### config.mk
export PLATFORM = sky130hd
export DESIGN_NAME = mem_access_initiator
export DESIGN_NICKNAME = d
export VERILOG_FILES = /design/src/rtl/mem_access_pkg.sv /design/src/rtl/mem_rsp_fifo.sv /design/src/rtl/mem_access_initiator.sv
export SDC_FILE = /design/constraint.sdc
export NUM_CORES = 1
export LEC_CHECK = 0
export ABC_AREA = 0
export BUFFER_PORTS_ARGS = -buffer_cell sky130_fd_sc_hd__buf_2
export CAP_MARGIN = 20
export CORE_MARGIN = 2
export CORE_UTILIZATION = 46
export CTS_CLUSTER_SIZE = 40
export DETAILED_ROUTE_END_ITERATION = 8
export PLACE_DENSITY = 0.69
export SYNTH_ARGS = -nofsm -noshare
export SYNTH_HDL_FRONTEND = slang
export SYNTH_SLANG_ARGS = --single-unit
### constraint.sdc
create_clock -name clock -period 5.8 [get_ports clock]
set_input_delay 0.87 -clock clock [delete_from_list [all_inputs] [get_ports clock]]
set_output_delay 0.87 -clock clock [all_outputs]
set_load 0.02 [all_outputs]
### src/rtl/mem_access_pkg.sv
// Shared types and default geometry for the MemGen_16_10 requester-side driver.
package mem_access_pkg;

  localparam int unsigned MEM_ADDR_W = 10;
  localparam int unsigned MEM_DATA_W = 16;

  typedef enum logic {ST_CLEAR, ST_RUN} init_state_t;

  typedef logic [MEM_ADDR_W-1:0] addr_t;
  typedef logic [MEM_DATA_W-1:0] word_t;

endpackage

### src/rtl/mem_rsp_fifo.sv
// In-order read response buffer; occupancy is bounded by the requester's credit logic.
module mem_rsp_fifo
  import mem_access_pkg::*;
#(
  parameter int unsigned DATA_W = MEM_DATA_W,
  parameter int unsigned DEPTH  = 4,
  localparam int unsigned PTR_W = (DEPTH > 1) ? $clog2(DEPTH) : 1,
  localparam int unsigned CNT_W = $clog2(DEPTH) + 1
) (
  input  logic              clock,
  input  logic              reset,
  input  logic              push,
  input  logic [DATA_W-1:0] push_data,
  input  logic              pop,
  output logic [CNT_W-1:0]  count,
  output logic              full,
  output logic              empty,
  output logic [DATA_W-1:0] head
);

  logic [DATA_W-1:0] mem [DEPTH];
  logic [PTR_W-1:0]  wr_ptr;
  logic [PTR_W-1:0]  rd_ptr;
  logic              do_pop;

  assign empty  = (count == '0);
  assign full   = (count == CNT_W'(DEPTH));
  // A pop on an empty FIFO only counts when paired with a push (pass-through slot).
  assign do_pop = pop & (~empty | push);
  assign head   = mem[rd_ptr];

  always_ff @(posedge clock or posedge reset) begin
    if (reset) begin
      wr_ptr <= '0;
      rd_ptr <= '0;
      count  <= '0;
    end else begin
      if (push)   wr_ptr <= wr_ptr + PTR_W'(1);
      if (do_pop) rd_ptr <= rd_ptr + PTR_W'(1);
      count <= count + CNT_W'(push) - CNT_W'(do_pop);
    end
  end

  always_ff @(posedge clock) begin
    if (push) mem[wr_ptr] <= push_data;
  end

endmodule

### src/rtl/mem_access_initiator.sv
// Requester-side driver for the MemGen_16_10 SRAM: post-reset zero sweep, registered
// macro pins, read latency tracking and credit-limited in-order read responses.
module mem_access_initiator
  import mem_access_pkg::*;
#(
  parameter int unsigned ADDR_W         = MEM_ADDR_W,
  parameter int unsigned DATA_W         = MEM_DATA_W,
  parameter int unsigned RD_LAT         = 1,
  parameter int unsigned RSP_DEPTH      = 4,
  parameter int unsigned CLEAR_ON_RESET = 1
) (
  input  logic              clock,
  input  logic              reset,
  input  logic              req_valid,
  output logic              req_ready,
  input  logic              req_write,
  input  logic [ADDR_W-1:0] req_addr,
  input  logic [DATA_W-1:0] req_wdata,
  output logic              rsp_valid,
  input  logic              rsp_ready,
  output logic [DATA_W-1:0] rsp_rdata,
  output logic              init_done,
  output logic              chip_en,
  output logic              wr_en,
  output logic              rd_en,
  output logic [ADDR_W-1:0] addr,
  output logic [DATA_W-1:0] wr_data,
  input  logic [DATA_W-1:0] rd_data
);

  localparam int unsigned CNT_W  = $clog2(RSP_DEPTH) + 1;
  localparam int unsigned PIPE_N = RD_LAT + 1;
  localparam int unsigned CRD_W  = $clog2(RSP_DEPTH + PIPE_N + 1);
  localparam init_state_t RST_STATE = (CLEAR_ON_RESET != 0) ? ST_CLEAR : ST_RUN;

  init_state_t       state, state_d;
  logic [ADDR_W-1:0] clr_cnt, clr_cnt_d;
  logic              chip_en_d, wr_en_d, rd_en_d;
  logic [ADDR_W-1:0] addr_d;
  logic [DATA_W-1:0] wr_data_d;
  logic [PIPE_N-1:0] rd_pipe;
  logic [CRD_W-1:0]  inflight;
  logic [CRD_W-1:0]  used;
  logic [CNT_W-1:0]  fifo_count;
  logic              fifo_full, fifo_empty;
  logic              accept, rd_accept, push, pop;

  // Reads still travelling through the macro hold a credit until they land in the FIFO.
  always_comb begin
    inflight = '0;
    for (int i = 0; i < int'(PIPE_N); i++) inflight = inflight + CRD_W'(rd_pipe[i]);
  end

  assign used      = inflight + CRD_W'(fifo_count);
  assign req_ready = ~reset & (state == ST_RUN) & (req_write | (used < CRD_W'(RSP_DEPTH)));
  assign accept    = req_valid & req_ready;
  assign rd_accept = accept & ~req_write;
  assign push      = rd_pipe[PIPE_N-1];
  assign pop       = rsp_valid & rsp_ready;
  assign rsp_valid = ~fifo_empty;

  always_comb begin
    state_d   = state;
    clr_cnt_d = clr_cnt;
    chip_en_d = 1'b0;
    wr_en_d   = 1'b0;
    rd_en_d   = 1'b0;
    addr_d    = addr;
    wr_data_d = wr_data;
    case (state)
      ST_CLEAR: begin
        chip_en_d = 1'b1;
        wr_en_d   = 1'b1;
        addr_d    = clr_cnt;
        wr_data_d = '0;
        clr_cnt_d = clr_cnt + ADDR_W'(1);
        if (clr_cnt == '1) state_d = ST_RUN;
      end
      ST_RUN: begin
        if (accept) begin
          chip_en_d = 1'b1;
          wr_en_d   = req_write;
          rd_en_d   = ~req_write;
          addr_d    = req_addr;
          if (req_write) wr_data_d = req_wdata;
        end
      end
    endcase
  end

  always_ff @(posedge clock or posedge reset) begin
    if (reset) begin
      state     <= RST_STATE;
      clr_cnt   <= '0;
      chip_en   <= 1'b0;
      wr_en     <= 1'b0;
      rd_en     <= 1'b0;
      addr      <= '0;
      wr_data   <= '0;
      init_done <= 1'b0;
      rd_pipe   <= '0;
    end else begin
      state     <= state_d;
      clr_cnt   <= clr_cnt_d;
      chip_en   <= chip_en_d;
      wr_en     <= wr_en_d;
      rd_en     <= rd_en_d;
      addr      <= addr_d;
      wr_data   <= wr_data_d;
      init_done <= (state_d == ST_RUN);
      rd_pipe   <= {rd_pipe[PIPE_N-2:0], rd_accept};
    end
  end

  mem_rsp_fifo #(
    .DATA_W (DATA_W),
    .DEPTH  (RSP_DEPTH)
  ) u_rsp_fifo (
    .clock     (clock),
    .reset     (reset),
    .push      (push),
    .push_data (rd_data),
    .pop       (pop),
    .count     (fifo_count),
    .full      (fifo_full),
    .empty     (fifo_empty),
    .head      (rsp_rdata)
  );

  // Credits guarantee a free slot for every landing read.
  assert property (@(posedge clock) disable iff (reset) !(push && fifo_full && !pop))
    else $error("response fifo overflow");

endmodule

# [After elaboration in Yosys (flattened, before gate mapping)]
# Memory sizes are Yosys's and may differ from the RTL's.
# Cells that the tools add are included.
[totals] ff_bits=49 in_bits=47 word_cells=52 ramBits=64 mem_count=1
[memory_table] memory="u_rsp_fifo.mem" depth=4 width=16 rd=1 rd_clocked_by_memory_dff=0 write_ports=1 line="mem_rsp_fifo.sv:21" rtl="logic [DATA_W-1:0] mem [DEPTH];"
[classes] n_bitwise=12 eq_ne=3 order_cmp=1 addsub=7 n_reduce_logical=2 muxes=15
[ops] operator="16-bit two-way mux" n=2
[ops] operator="16-bit case mux with 2 select lines" n=1
[ops] operator="10-bit case mux with 2 select lines" n=1
[ops] operator="10-bit by 1-bit adder with 10-bit output (second input constant)" n=1
[ops] operator="10-bit == test (second input constant)" n=1
[ops] operator="10-bit two-way mux" n=1
[ops] operator="1-bit two-way mux" n=8
[ops] operator="1-bit AND" n=6
[ops] operator="2-bit by 1-bit adder with 2-bit output (second input constant)" n=2
[ops] operator="1-bit NOT" n=4
[ops] operator="1-bit case mux with 2 select lines" n=2
[ops] operator="2-bit by 3-bit adder with 3-bit output" n=1
[ops] operator="3-bit by 1-bit adder with 3-bit output" n=1
[ops] operator="3-bit logical NOT" n=1
[ops] operator="3-bit < comparator (second input constant)" n=1
[ops] operator="3-bit by 1-bit subtractor with 3-bit output" n=1
[ops] operator="1-bit by 1-bit adder with 2-bit output" n=1
[ops] operator="2-bit by 1-bit inequality test with 1-bit output (second input constant)" n=1
[ops] operator="2-bit inequality test (second input constant)" n=1
[ops] operator="1-bit bitwise OR" n=2
[ops] operator="2-bit AND reduction" n=1

# [Longest topological paths before layout]
# Gate-level depths: netlist (run 1).
[logic_depth] word_depth=8 mapped_depth=10

# [By module]
# A second synthesis (run 1) with hierarchy kept.
[unflattened] cells_unflattened=309 hier_area_um2=4643.2
[modules_own_cells] module="mem_rsp_fifo" cells_per_inst=120 area_each_um2=2716.4 n_inst=1
[modules_own_cells] module="mem_access_initiator" cells_per_inst=189 area_each_um2=1926.8 n_inst=1

# [Worst setup path after synthesis (run 1)]
# No wires, ideal clock.
[synth_timing] kind="input-to-output" startpoint="in reset" endpoint="out req_ready" required_ns=4.930 setup_slack_ns=2.630 path_stages=2 arrival_time_ns=2.300 path_cell_list="inv_1 -> o211a_1"
[synth_between] elab_chain_cells=3
[synth_rtl] element="from (decl)" line="mem_access_initiator.sv:13" rtl="input logic reset,"
[synth_rtl] element="1-bit NOT" line="mem_access_initiator.sv:55" rtl="assign req_ready = ~reset & (state == ST_RUN) & (req_write | (used < CRD_W'(RSP_DEPTH)));"
[synth_rtl] element="1-bit AND (2 in a row)" line="mem_access_initiator.sv:55"
[synth_rtl] element="to (decl)" line="mem_access_initiator.sv:15" rtl="output logic req_ready,"
# No other way between the ends.

# [Worst setup path after layout (run 1)]
[layout_timing] startpoint="reg rd_pipe[0]" endpoint="out req_ready"
[layout_between] elab_chain_cells=5
[layout_rtl] element="from (decl)" line="mem_access_initiator.sv:41" rtl="logic [PIPE_N-1:0] rd_pipe;"
[layout_rtl] element="from (signal assigned)" line="mem_access_initiator.sv:111" rtl="rd_pipe <= {rd_pipe[PIPE_N-2:0], rd_accept};"
[layout_rtl] element="1-bit by 1-bit adder with 2-bit output" line="mem_access_initiator.sv:51" rtl="for (int i = 0; i < int'(PIPE_N); i++) inflight = inflight + CRD_W'(rd_pipe[i]);"
[layout_rtl] element="2-bit by 3-bit adder with 3-bit output" line="mem_access_initiator.sv:54" rtl="assign used = inflight + CRD_W'(fifo_count);"
[layout_rtl] element="3-bit < comparator" line="mem_access_initiator.sv:55"
[layout_rtl] element="1-bit bitwise OR" line="mem_access_initiator.sv:55"
[layout_rtl] element="1-bit AND" line="mem_access_initiator.sv:55"
# No other way between the ends.

==> results of run 1 <==
==> area by class of cell <==
| class | count | area [sq um] | share of cell area |
|---|---|---|---|
| clock inverter | 15 | 220 | 0.0378 |
| sequential | 113 | 3150 | 0.540 |
| clock buffer | 17 | 414 | 0.0710 |
| tap | 133 | 166 | 0.0285 |
| timing repair buffer | 97 | 526 | 0.0901 |
| inverter | 9 | 33.8 | 0.00580 |
| multi-input combinational | 167 | 1320 | 0.227 |
==> flip-flops by register name, summed over array words and instances (netlist names) <==
signal	count
u_rsp_fifo.mem	64
wr_data	16
clr_cnt	10
state	1
rd_pipe	2
rd_en	1
u_rsp_fifo.rd_ptr	2
u_rsp_fifo.count	3
chip_en	1
wr_en	1
u_rsp_fifo.wr_ptr	2
addr	10
==> cell families (layout without fill, tap and decap cells) <==
| group | after synthesis | in the layout |
|---|---|---|
| flip-flops | 113 | 113 |
| AO/OA/AOI/OAI | 28 | 28 |
| buffers and inverters | 23 | 138 |
| adder cells (fa/ha/maj) | 9 | 9 |
| multiplexers | 19 | 19 |
| AND/OR/NAND/NOR | 96 | 96 |
| XOR/XNOR | 15 | 15 |
==> layout by cell type (no fill, tap or decap), types with 4 or more instances in the layout <==
| cell | n |
|---|---|
| edfxtp_1 | 64 |
| inv_1 | 7 |
| mux4_2 | 16 |
| dfrtp_1 | 49 |
| o21ai_1 | 9 |
| buf_2 | 94 |
| and2_1 | 4 |
| and3_1 | 4 |
| nand3_1 | 31 |
| ha_1 | 8 |
| clkbuf_16 | 16 |
| bufinv_16 | 4 |
| a31oi_1 | 10 |
| xor2_1 | 4 |
| inv_6 | 7 |
| xnor2_1 | 11 |
| nand2_1 | 34 |
| nor2_1 | 11 |
==> per-stage QoR <==
| step | area [sq um] | util |
|---|---|---|
| 4_1_cts | 5780 | 0.594 |
| 6_report | 5830 | 0.599 |
| 3_3_place_gp | 5150 | 0.529 |
| 3_5_place_dp | 5150 | 0.529 |
| 2_1_floorplan | 4580 | - |
| 5_1_grt | 5830 | 0.599 |
==> final timing paths <==
| kind | from | cells past startpoint | end |
|---|---|---|---|
| max | rd_pipe[0] | 6 | req_ready |
| min | reset | 2 | addr[2] |
| max reg2reg | u_rsp_fifo.count[2] | 9 | u_rsp_fifo.count[2] |
| min reg2reg | rd_pipe[0] | 0 | rd_pipe[1] |
| max in group asynchronous | reset | 3 | wr_data[12] |
| min in group clock | rd_pipe[0] | 0 | rd_pipe[1] |
==> power breakdown <==
part / internal (W) / switching [W]
Clock: 0.000713 / 0.000389
Sequential: 0.000870 / 0.0000570
Combinational: 0.000218 / 0.000216
==> per-layer routing <==
layer	routed length, um	share of wire	GRT usage
met5	0	0	0
met4	92	0.011	0.0579
met3	470	0.057	0.0573
met2	3980	0.48	0.257
met1	3770	0.45	0.220
==> metrics, run 1 <==
reg2reg setup slack=between 3 and 4 ns; fraction of layout cells with a size suffix above 1=0.376; GRT Util Overall=0.166; DIE HEIGHT=roughly 100 um; Crit path largest cell delay=about 0.40 ns; ys flop type=edfxtp_1; maximum vdd drop=0.196 mV; Max clock buf depth=2; crit path DAT=about 2.1 ns; Slowest cell on crit path=dfrtp_1; Crit Path Category=flip-flop to output pin; Tightest Pin Transition=about 0.84 ns; hold_buf cts=0; per-cell routed wire length=around 15 um; Resized cells post-CTS=0; sequential-to-total area share from yosys stat=0.688; first-pass GRT wire length=between 10000 and 15000 um; Detail Route Antenna Nets=0; Period Utilization, post-route=0.511; cell breakdown of the critical path=ha_1 -> a21oi_4 -> nor2b_1 -> xnor2_1 -> o211a_1 -> buf_2; cts bufs inserted=17; mux contribution to synthesized area=0.0894; Worst Skew=0.00664 ns; final worst path period need=between 2 and 3 ns; via count=~2800; WHS=0.404 ns; Post-synth EDFFs=64; # fillers=~800; die area=0.0108 sq mm; startpoint types=flip-flop; pre-CTS WS=~2.7 ns; status=completed; Yosys top cell by area=edfxtp_1; post-synthesis register bit count=113; IO Pins=95; Vias/cell=5.01; # Post-CTS Setup Buffers=0; CTS Sinks=approximately 110; number of antenna violations at the first check in global routing=0; Max Cap Viol=0; most common library cells after synthesis=edfxtp_1, dfrtp_1, nand2_1, nand3_1, mux4_2; PwrDens=roughly 420 mW/mm^2; compound-gate portion of the synthesized area=0.0405; dpl hpwl=about 5500 um; port bufs=94; Synth Area in Simple Gates=0.104; largest family of logic cells by synthesized area=simple AND/OR/NAND/NOR gates; final setup fails=0; post-route non-filler standard cell count=roughly 550; top-count cell post-synth=edfxtp_1; Top delay family on crit path=flip-flops; CTS tree=built; CTS root buf=clkbuf_8; CP endpoint kind=output pin; FP Rows=36; Distinct cells, synth=39; final slew viol count=0; die boundary width=between 100 and 150 um; top achievable clock speed=0.337 GHz; Nets=461; largest net degree at the start of global routing=51; Core Footprint=around 0.0097 sq mm; xor/xnor cell area share of the yosys netlist=0.0287; Post-Syn Nets=approximately 360; number of diodes=0; Slew HR=0.439; worst path bufs/invs=1; Final Worst Setup Slack=2.84 ns; Leakage=2.51 nW; main area contributors after synthesis=edfxtp_1, dfrtp_1, mux4_2; clock latency on the worst-skew pair=just over 0.5 ns; CTS H-tree depth=4; gp weighted congestion=0.737; number of global-route vias before repair=~2800; worst-path fanout max=3; RSZ-0062 raised after global routing=false; Detailed Route Iter0 Violations=87; Post-Syn Instances=a little over 300; Final Hold Viols=0; Residual DRC=0; CTS clock-pin slew for the worst setup and hold paths=around 0.060 ns; Yosys warning total=0; Adder-Cell Fraction of Synth Area=0.0263; total wire length=slightly above 8000 um; Cells after DPL=a little over 500; synthesized area per cell=between 15 and 20 sq um; Crit path required time=4.93 ns; asr flop ratio synth=0.434; share of the synthesized area in the top cell type=0.420; gr ovfl total=0; final setup TNS=0 ns; Initial Utilization=0.470; Pre-antenna DRT Iters=4; Total Power=around 0.0025 W; Worst Hold Class=input port to asynchronous set/reset pin; Area growth, synth to finish=27.4%; Syn Std Cell Area=0.00458 sq mm
Power figures use the tool's default switching activity.
==> inputs of run 2 (changes only) <==
PLACE_DENSITY = 0.72   (was 0.69)
clock period = 2.45 ns   (was 5.8 ns; I/O delays follow)
==> metrics, run 2 (same netlist as run 1, synthesis figures left out) <==
pre-CTS WS=~0.25 ns; total wire length=between 8000 and 9000 um; Comb pwr share=0.213; GRT Util Overall=0.169; gp weighted congestion=0.709; die area=between 0.01 and 0.015 sq mm; die boundary width=between 100 and 150 um; worst path bufs/invs=1; hold_buf cts=0; final setup fails=0; Crit path required time=about 2.1 ns; max reg flops=64; fin util=0.594; fraction of layout cells with a size suffix above 1=0.393; Detail Route Antenna Nets=0; top achievable clock speed=0.430 GHz; Worst Hold Class=input port to asynchronous set/reset pin; crit path DAT=1.96 ns; gr ovfl total=0; Crit Path Category=flip-flop to output pin; status=completed; IO Pins=95; first-pass GRT wire length=approximately 14000 um; Sw Share=0.282; CTS root buf=clkbuf_8; via count=between 2000 and 3000; DIE HEIGHT=between 100 and 150 um; Leakage=between 2 and 3 nW; CTS H-tree depth=4; per-cell routed wire length=about 15 um; worst-path fanout max=3; Area growth, synth to finish=26.2%; port bufs=94; Storage cell area=roughly 0.0031 sq mm; final slew viol count=0; Initial Utilization=0.470; number of global-route vias before repair=2955; Worst Setup SP=u_rsp_fifo.count[0]; Worst R2R Start=u_rsp_fifo.count[2]; Worst Skew=slightly below 0.01 ns; Period Utilization, post-route=0.949; cell area after layout=roughly 0.0058 sq mm; Residual DRC=0; Detailed Route Iter0 Violations=84; largest net degree at the start of global routing=50; cts bufs inserted=17; Final Hold Viols=0; number of diodes=0; CTS tree=built; Pre-antenna DRT Iters=4; most frequent cells in the layout=buf_2, edfxtp_1, dfrtp_1, nand2_1, nand3_1; clock latency on the worst-skew pair=0.51 ns; final worst path period need=between 2 and 2.5 ns; maximum vdd drop=between 0.4 and 0.5 mV; cell breakdown of the critical path=ha_1 -> a21oi_4 -> nor2b_1 -> xnor2_2 -> o211a_1 -> buf_2; register name with the most flops=u_rsp_fifo.mem; Top delay family on crit path=flip-flops; number of antenna violations at the first check in global routing=0; Placed Area=0.00523 sq mm; CTS Sinks=about 110; Max clock buf depth=2; Slowest cell on crit path=dfrtp_1; startpoint types=flip-flop; PwrDens=approximately 900 mW/mm^2; Tightest Pin Transition=0.610 ns; # fillers=~800; commonest non-fill, non-tap cell in the layout=buf_2; clock power share=0.394; largest registers=u_rsp_fifo.mem (64), wr_data (16); Nets=about 470; P_int=roughly 0.0038 W; Max Cap Viol=0; sequential share of power=0.393; Slew HR=0.594; dpl hpwl=approximately 5600 um; Final Worst Setup Slack=roughly 0.12 ns; Core Footprint=between 0.009 and 0.01 sq mm; CP endpoint kind=output pin; Vias/cell=5.03; CTS clock-pin slew for the worst setup and hold paths=~0.060 ns; Switch Pwr=between 0.0015 and 0.002 W; Multi-input gate area=0.00133 sq mm; Crit path largest cell delay=0.39 ns; FP Rows=36
run 2: worst min-delay path, delay by kind of cell:
kind	cells	cell delay [ns]
buf+inv	3	0.66
run 2: what timing repair did:
| item | in CTS | in global routing |
|---|---|---|
| pin swaps | 2 | 1 |
| resized for setup | 0 | 2 |
| setup endpoints to repair | 1 | 2 |
| setup buffers | 1 | 0 |
run 2: cell type report:
class                   instances  area share
flip-flops and latches        113       0.545
multi-input cells             167       0.230
repair buffers                107      0.0990
clock buffers                  17      0.0717
well taps                     133      0.0288
clock inverters                15      0.0195
inverters                       9     0.00585
run 2: per-stage QoR:
stage | hold WS, ns | total power [W] | cells | setup TNS, ns
CTS | 0.0468 | 0.00539 | 561 | 0
global route | 0.0441 | 0.00557 | 561 | -0.00162
detailed placement | 0.377 | 0.00327 | 528 | 0
floorplan | 0.360 | 0.00296 | 303 | 0
finish | 0.0474 | 0.00532 | 561 | 0
global placement | 0.366 | 0.00324 | 528 | 0
run 2: routing by layer:
metal  global-route usage  part of all wire  vias up
li1                     -                 -     1338
met1                0.202              0.43     1407
met2                0.283              0.51       71
met3               0.0623             0.049        8
met4               0.0608             0.010        0
met5                    0                 0        -
run 2: final timing paths:
check                      cells past startpoint                    to  slack (ns)
max reg2reg                                    9   u_rsp_fifo.count[2]        0.26
max                                            6             req_ready        0.12
min reg2reg                                    0            rd_pipe[1]        0.39
min                                            3               addr[0]        0.05
max in group asynchronous                      3               addr[7]        2.00
min in group clock                             1  u_rsp_fifo.mem[0][9]        0.07
run 2: power by group through the flow:
| stage | registers (W) | logic [W] | clock network (W) |
|---|---|---|---|
| 2_1_floorplan | 0.00212 | 0.000841 | 0 |
| 3_3_place_gp | 0.00212 | 0.00112 | 0 |
| 3_5_place_dp | 0.00213 | 0.00114 | 0 |
| 4_1_cts | 0.00209 | 0.00114 | 0.00215 |
| 5_1_grt | 0.00210 | 0.00122 | 0.00225 |
| 6_report | 0.00209 | 0.00113 | 0.00210 |
==> inputs of run 3 (changes only) <==
BUFFER_PORTS_ARGS = -buffer_cell sky130_fd_sc_hd__clkbuf_2   (was -buffer_cell sky130_fd_sc_hd__buf_2)
==> metrics, run 3 (same netlist as run 1, synthesis figures left out) <==
sequential share of power=0.373; fraction of layout cells with a size suffix above 1=0.390; largest registers=u_rsp_fifo.mem (64), wr_data (16); CTS root buf=clkbuf_8; dpl hpwl=5720 um; Leakage=about 2.5 nW; Total Power=0.00561 W; Period Utilization, post-route=0.958; Area growth, synth to finish=27.3%; most frequent cells in the layout=clkbuf_2, edfxtp_1, dfrtp_1, nand2_1, nand3_1; R2R cell count=9; PwrDens=slightly below 1000 mW/mm^2; register name with the most flops=u_rsp_fifo.mem; first-pass GRT wire length=between 10000 and 15000 um; number of diodes=0; crit path DAT=around 2 ns; Sw Share=0.279; Tightest Pin Transition=about 0.61 ns; Comb pwr share=0.202; final worst path period need=between 2 and 2.5 ns; top achievable clock speed=about 0.43 GHz; Worst Hold Class=input port to asynchronous set/reset pin; Residual DRC=0; WHS=0.0334 ns; final setup fails=0; final setup TNS=0 ns; hold_buf cts=0; Vias/cell=between 5 and 6; maximum vdd drop=0.649 mV; Slew HR=0.590; startpoint types=flip-flop; Placed Area=0.00523 sq mm; Crit path required time=approximately 2.1 ns; number of antenna violations at the first check in global routing=0; Pre-antenna DRT Iters=4; Max clock buf depth=2; Core Footprint=0.00973 sq mm; Worst Skew=0.00920 ns; port bufs=94; CTS Sinks=about 110; status=completed; number of global-route vias before repair=about 2900; IO Pins=95; CTS H-tree depth=4; clock latency on the worst-skew pair=just over 0.5 ns; RSZ-0062 raised after global routing=false; gp weighted congestion=0.730; cell area after layout=about 0.0058 sq mm; die boundary width=around 100 um; CTS clock-pin slew for the worst setup and hold paths=0.06 ns; DIE HEIGHT=about 100 um; cts bufs inserted=17; die area=between 0.01 and 0.015 sq mm; Switch Pwr=between 0.0015 and 0.002 W; per-cell routed wire length=between 15 and 20 um; CP endpoint kind=output pin; worst-path fanout max=3; max reg flops=64; Nets=471; Max Cap Viol=0; Crit Path Category=flip-flop to output pin; commonest non-fill, non-tap cell in the layout=clkbuf_2; final slew viol count=0; Detail Route Antenna Nets=0; GRT Util Overall=0.174; P_int=just over 0.004 W; FP Rows=36; largest net degree at the start of global routing=50; clock power share=0.425; Detailed Route Iter0 Violations=130; via count=around 2800; CTS tree=built; total wire length=~8600 um; fin util=0.599; gr ovfl total=0; Final Hold Viols=0; Initial Utilization=0.470
-- run 3: changes by cell type in the layout (fill, tap and decap cells not counted) --
cell	before	now
xnor2_2	1	0
clkinv_2	4	0
inv_6	3	7
clkinvlp_4	3	2
buf_2	94	0
bufinv_16	0	2
clkinv_4	5	4
xnor2_1	10	11
clkbuf_2	0	94
-- run 3: worst max-delay path: stages, from the launching register on --
cell and delay [ns]:
dfrtp_1 0.39, ha_1 0.31, a21oi_4 0.14, nor2b_1 0.07
xnor2_1 0.22, o211a_1 0.18, clkbuf_2 0.16
-- run 3: final timing paths --
kind | start | endpoint | slack (ns)
hold / removal | reset | wr_data[6] | 0.03
setup / recovery | u_rsp_fifo.count[0] | req_ready | 0.10
max in group asynchronous | reset | clr_cnt[9] | 2.00
hold reg to reg | rd_pipe[0] | rd_pipe[1] | 0.38
min in group clock | rd_data[13] | u_rsp_fifo.mem[3][13] | 0.08
setup reg to reg | u_rsp_fifo.count[2] | u_rsp_fifo.count[2] | 0.24
-- run 3: power by group through the flow --
stage,combinational (W),sequential [W],clock (W)
final,0.00113,0.00209,0.00238
after global routing,0.00122,0.00210,0.00252
after CTS,0.00115,0.00209,0.00242
after detailed placement,0.00114,0.00213,0
after global placement,0.00112,0.00212,0
after floorplan,0.000841,0.00212,0
-- run 3: area by class of cell --
cell class / count / area (sq um)
Fill cell: 775 / 3900
Sequential cell: 113 / 3150
Multi-Input combinational cell: 167 / 1320
Timing Repair Buffer: 107 / 572
Clock inverter: 15 / 171
Clock buffer: 17 / 414
Tap cell: 133 / 166
Inverter: 9 / 33.8
-- run 3: repair_timing --
action / CTS / global route
cloned: 0 / 0
buffers inserted: 1 / 0
endpoints found under the setup margin: 1 / 6
pin swaps: 2 / 1
resized for setup: 0 / 1
-- run 3: routing by layer --
layer	share of wire	vias up	GRT usage
met1	0.44	1375	0.216
met2	0.50	81	0.286
li1	-	1343	-
met5	0	-	0
met3	0.045	15	0.0522
met4	0.018	0	0.0753
-- run 3: stage by stage --
step	std cells	setup slack, ns
3_3_place_gp	528	0.310
6_report	561	0.104
4_1_cts	561	0.0623
2_1_floorplan	303	0.0328
5_1_grt	561	0.00776
3_5_place_dp	528	0.242
